===== config.mk =====
export PLATFORM = sky130hd
export DESIGN_NAME = vend_fsm_param
export DESIGN_NICKNAME = d
export VERILOG_FILES = /design/src/rtl/vend_pkg.sv /design/src/rtl/vend_change_dispenser.sv /design/src/rtl/vend_fsm_param.sv
export SDC_FILE = /design/constraint.sdc
export NUM_CORES = 1
export LEC_CHECK = 0
export BUFFER_PORTS_ARGS = -buffer_cell sky130_fd_sc_hd__buf_4
export CAP_MARGIN = 20
export CORE_AREA = 10 10 60 62
export DETAILED_ROUTE_END_ITERATION = 12
export DIE_AREA = 0 0 70 72
export MAX_ROUTING_LAYER = met4
export SYNTH_ARGS = -nofsm -noshare
export SYNTH_HDL_FRONTEND = slang
export SYNTH_SLANG_ARGS = --single-unit

===== constraint.sdc =====
create_clock -name clk -period 2.6 [get_ports clk]
set_input_delay 0.65 -clock clk [delete_from_list [all_inputs] [get_ports clk]]
set_output_delay 0.65 -clock clk [all_outputs]
set_load 0.02 [all_outputs]

===== src/rtl/vend_pkg.sv =====
// Shared types and constants for the parametrised coin vending controller.
// States are one-hot so each output decodes from a single state bit.
package vend_pkg;

   typedef enum logic [3:0] {
      ST_COLLECT = 4'b0001,
      ST_VEND    = 4'b0010,
      ST_CHANGE  = 4'b0100,
      ST_REFUND  = 4'b1000
   } state_t;

   localparam int COIN_HALF_VAL = 1;
   localparam int COIN_ONE_VAL  = 2;

endpackage


===== src/rtl/vend_change_dispenser.sv =====
// Serial change/refund payout: a down-counter of half-units that pays a
// one-unit coin while two or more remain, otherwise a half-unit coin.
module vend_change_dispenser #(
   parameter int CREDIT_W = 4
) (
   input  logic                clk,
   input  logic                rst_n,
   input  logic                load,
   input  logic [CREDIT_W-1:0] load_val,
   output logic                change_one,
   output logic                change_half,
   output logic                done
);

   logic [CREDIT_W-1:0] rem;

   always_ff @(posedge clk) begin
      if (!rst_n) begin
         rem <= '0;
      end else if (load) begin
         rem <= load_val;
      end else if (rem >= CREDIT_W'(2)) begin
         rem <= rem - CREDIT_W'(2);
      end else begin
         rem <= '0;
      end
   end

   // done flags the cycle whose decrement empties the counter
   assign change_one  = (rem >= CREDIT_W'(2));
   assign change_half = (rem == CREDIT_W'(1));
   assign done        = change_half | (rem == CREDIT_W'(2));

endmodule


===== src/rtl/vend_fsm_param.sv =====
// Parametrised vending controller: accumulates half/one-unit coins toward
// PRICE, holds the dispense request until acknowledged, then pays change.
module vend_fsm_param
   import vend_pkg::*;
#(
   parameter int PRICE    = 5,
   parameter int CREDIT_W = 4
) (
   input  logic                clk,
   input  logic                rst_n,
   input  logic [1:0]          in,
   input  logic                cancel,
   input  logic                vend_ack,
   output logic                out,
   output logic                change_half,
   output logic                change_one,
   output logic [CREDIT_W-1:0] credit,
   output logic                busy
);

   if (PRICE < 1 || PRICE + 2 > (2 ** CREDIT_W) - 1) begin : g_param_check
      $error("vend_fsm_param: PRICE must be 1..2**CREDIT_W-3");
   end

   state_t              state, state_nx;
   logic [CREDIT_W-1:0] credit_q, credit_nx;
   logic [CREDIT_W-1:0] pend_rem, pend_rem_nx;
   logic [CREDIT_W-1:0] add, sum;
   logic                disp_load;
   logic [CREDIT_W-1:0] disp_val;
   logic                disp_done;

   always_ff @(posedge clk) begin
      if (!rst_n) begin
         state    <= ST_COLLECT;
         credit_q <= '0;
         pend_rem <= '0;
      end else begin
         state    <= state_nx;
         credit_q <= credit_nx;
         pend_rem <= pend_rem_nx;
      end
   end

   // Both coin strobes together count as both coins
   assign add = (in[0] ? CREDIT_W'(COIN_HALF_VAL) : '0)
              + (in[1] ? CREDIT_W'(COIN_ONE_VAL)  : '0);
   assign sum = credit_q + add;

   always_comb begin
      state_nx    = state;
      credit_nx   = credit_q;
      pend_rem_nx = pend_rem;
      disp_load   = 1'b0;
      disp_val    = '0;
      case (state)
         ST_COLLECT: begin
            if (cancel && sum != '0) begin
               disp_load = 1'b1;
               disp_val  = sum;
               credit_nx = '0;
               state_nx  = ST_REFUND;
            end else if (sum >= CREDIT_W'(PRICE)) begin
               pend_rem_nx = sum - CREDIT_W'(PRICE);
               credit_nx   = '0;
               state_nx    = ST_VEND;
            end else begin
               credit_nx = sum;
            end
         end
         // Change is held here and handed to the dispenser only on ack
         ST_VEND: begin
            if (vend_ack) begin
               pend_rem_nx = '0;
               if (pend_rem != '0) begin
                  disp_load = 1'b1;
                  disp_val  = pend_rem;
                  state_nx  = ST_CHANGE;
               end else begin
                  state_nx = ST_COLLECT;
               end
            end
         end
         ST_CHANGE, ST_REFUND: begin
            if (disp_done) state_nx = ST_COLLECT;
         end
         default: begin
            state_nx    = ST_COLLECT;
            credit_nx   = '0;
            pend_rem_nx = '0;
         end
      endcase
   end

   vend_change_dispenser #(.CREDIT_W(CREDIT_W)) u_disp (
      .clk         (clk),
      .rst_n       (rst_n),
      .load        (disp_load),
      .load_val    (disp_val),
      .change_one  (change_one),
      .change_half (change_half),
      .done        (disp_done)
   );

   assign out    = (state == ST_VEND);
   assign busy   = (state != ST_COLLECT);
   assign credit = credit_q;

endmodule


==> impl_metrics.env <==
export IMPL_setup_tns_ns=0
export IMPL_maxSlewHeadroom=0.514
export IMPL_p_comb_frac=0.599
export IMPL_grt_max_degree=18
export IMPL_p_int_mw=0.694
export IMPL_ys_warn_count=0
export IMPL_hold_viol=0
export IMPL_cts_made_buffers=3
export IMPL_cp_required_ns=2.78
export IMPL_yosys_area_share_adder=0.0789
export IMPL_ys_flop_type="dfxtp_1"
export IMPL_arrival_ns=2.62
export IMPL_synthMuxAreaShare=0
export IMPL_yosys_area_share_simple=0.265
export IMPL_syn_num_nets=134
export IMPL_cp_max_fo=6
export IMPL_p_seq_frac=0.293
export IMPL_tightest_slew_ns=0.723
export IMPL_hp_class="flip-flop to flip-flop"
export IMPL_ys_seq_area_frac=0.306
export IMPL_powerDensity_mw_per_mm2=1010
export IMPL_root_buffer="clkbuf_4"
export IMPL_switching_share=0.445
export IMPL_fp_dieW_um=70
export IMPL_nNetsFinal=155
export IMPL_synth_compound_area_frac=0.251
export IMPL_finalCritPeriodShare=0.937
export IMPL_async_flop_share=0
export IMPL_cts_setup_buffers=0
export IMPL_min_period_ns=2.44
export IMPL_drt_iter0_markers=75
export IMPL_tritoncts="built"
export IMPL_drive_gt1_frac=0.227
export IMPL_avgSynthCellArea_sq_um=8.58
export IMPL_reg2reg_setup_slack_ns=0.29
export IMPL_antenna_left=0
export IMPL_setup_ws_ns=0.163
export IMPL_dp_slack_ns=-0.157
export IMPL_place_gp_congestion=0.841
export IMPL_antenna_found_initial=0
export IMPL_die_area_sq_mm=0.00504
export IMPL_grt_pass1_wl_um=4200
export IMPL_dr_pass1_iters=4
export IMPL_hold_slack_ns=0.485
export IMPL_core_region_area_sq_mm=0.00243
export IMPL_final_max_slew_viol_count=0
export IMPL_max_freq_mhz=410
export IMPL_fin_skew_ns=0.00916
export IMPL_maxCapViolations=0
export IMPL_clk_path_buf_depth=2
export IMPL_grt_pass1_vias=916
export IMPL_endpoint="pend_rem[0]"
export IMPL_wl_per_cell_um=13.7
export IMPL_synth_edff_count=0
export IMPL_rsz0062_at_grt="no"
export IMPL_leakagePower_nw=0.520
export IMPL_htree_num_levels=1
export IMPL_p_total_mw=1.25
export IMPL_grt_usage=0.0999
export IMPL_synth_top_family_by_area="simple AND/OR/NAND/NOR gates"
export IMPL_drc_errors=0
export IMPL_rows=18
export IMPL_io_buffers=13
export IMPL_die_height_um=72
export IMPL_reg2reg_depth=9
export IMPL_path_clk_slew_ns=0.10
export IMPL_postCtsHoldBufs=0
export IMPL_avgViaCountPerCell=5.47
export IMPL_cts_resized=0
export IMPL_start_util=0.431
export IMPL_criticalPathCategory="input pin to flip-flop"
export IMPL_cp_startpoint="in[0]"
export IMPL_vias=936
export IMPL_grt_overflow=0
export IMPL_finalNonFillerCells=171
export IMPL_hpwl_um=1870
export IMPL_synth_seq_cells=16
export IMPL_crit_path_end_kind="flip-flop"
export IMPL_pwr_share_clk=0.109
export IMPL_clock_latency_ns=0.29
export IMPL_place_inst=168
export IMPL_n_fill_cell=246
export IMPL_drt_wl_total_um=2340
export IMPL_status="finished, final reports clean"
export IMPL_syn_area_sq_mm=0.00105
export IMPL_cp_start_kind="input pin"
export IMPL_p_switching_mw=0.557
export IMPL_reg2reg_to="pend_rem[0]"
export IMPL_ios=14
export IMPL_syn_to_final_growth_pct=18.4
export IMPL_syn_inst=122
export IMPL_vdd_ir_drop_max_mv=0.552
export IMPL_synthXorXnorAreaFrac=0.0418
export IMPL_r2r_start="credit[0]"
export IMPL_diodes=0
export IMPL_setup_violations=0
export IMPL_ys_types=45
export IMPL_clock_sinks=16
cells in the mapped netlist, drive strengths merged (2+ instances only):
cell type   n  share of area
nor3b       2          0.014
and2        2          0.013
o21a        3          0.022
clkbuf      3          0.014
inv         9          0.032
a21oi       3          0.014
nor4        3          0.018
ha          5          0.060
nand2      11          0.039
nor4b       2          0.017
dfxtp      16           0.31
a31oi       2          0.026
xor2        2          0.017
and3        3          0.019
o31ai       2          0.014
a22oi       3          0.022
nand3       2          0.014
nor3        4          0.019
nor2        6          0.022
xnor2       3          0.025
o22ai       2          0.012
a21boi      2          0.014
o21ai      10          0.048
nor2b       7          0.042
metrics by stage:
step           cell area, sq um   util
2_1_floorplan              1050      -
4_1_cts                    1240  0.509
3_5_place_dp               1220  0.500
5_1_grt                    1240  0.510
3_3_place_gp               1220  0.500
6_report                   1240  0.510
metal layers:
layer  track usage  vias up  wire length [um]
met1         0.122      435              1150
met5             -        -                 0
met4        0.0439        0                40
met3        0.0231        5                92
li1              -      483                 -
met2         0.154       13              1060
worst max-delay path: stages:
cell	delay, ns
buf_4	0.11
ha_1	0.22
fa_1	0.51
inv_1	0.07
ha_2	0.23
nand2b_1	0.12
o22ai_1	0.08
and3_2	0.27
nor3_2	0.23
o21ai_0	0.13
kinds of logic after synthesis:
group,after synthesis
adder cells (fa/ha/maj),6
AO/OA/AOI/OAI,34
XOR/XNOR,5
buffers and inverters,13
AND/OR/NAND/NOR,48
flip-flops,16
power groups by stage:
stage	clock network, mW	registers [mW]	logic (mW)
after floorplan	0	0.368	0.514
after global placement	0	0.369	0.743
after detailed placement	0	0.372	0.743
after CTS	0.139	0.366	0.747
after global routing	0.148	0.379	0.843
final	0.136	0.366	0.749
final cells by class:
class,instances,area [sq um],area share
Sequential cell,16,320,0.258
Inverter,9,33.8,0.0272
Tap cell,30,37.5,0.0303
Multi-Input combinational cell,93,676,0.545
Timing Repair Buffer,20,150,0.121
Clock buffer,3,22.5,0.0182
worst min-delay path by stage:
stage | start | depth (start not counted) | end | slack [ns]
floorplan | pend_rem[0] | 2 | pend_rem[0] | 0.45
finish | pend_rem[0] | 2 | pend_rem[0] | 0.49
global route | pend_rem[0] | 2 | pend_rem[0] | 0.52
detailed placement | pend_rem[0] | 2 | pend_rem[0] | 0.47
global placement | pend_rem[0] | 2 | pend_rem[0] | 0.47
CTS | pend_rem[0] | 2 | pend_rem[0] | 0.49
layout by cell type (no fill, tap or decap), drive strengths merged, types with 3 or more instances in the layout:
cell    Yosys  routed
o21a        3       3
o21ai      10      10
nor2        6       6
nor2b       7       7
dfxtp      16      16
clkbuf      3       3
ha          5       5
and3        3       3
inv         9       9
xnor2       3       3
nand2      11      11
nor4        3       3
a22oi       3       3
a21oi       3       3
buf         1      20
nor3        4       4
state kept, by name (all words and copies together) (netlist names):
name	count
credit	4
pend_rem	4
state	4
u_disp.rem	4
(Power assumes the default switching activity.)
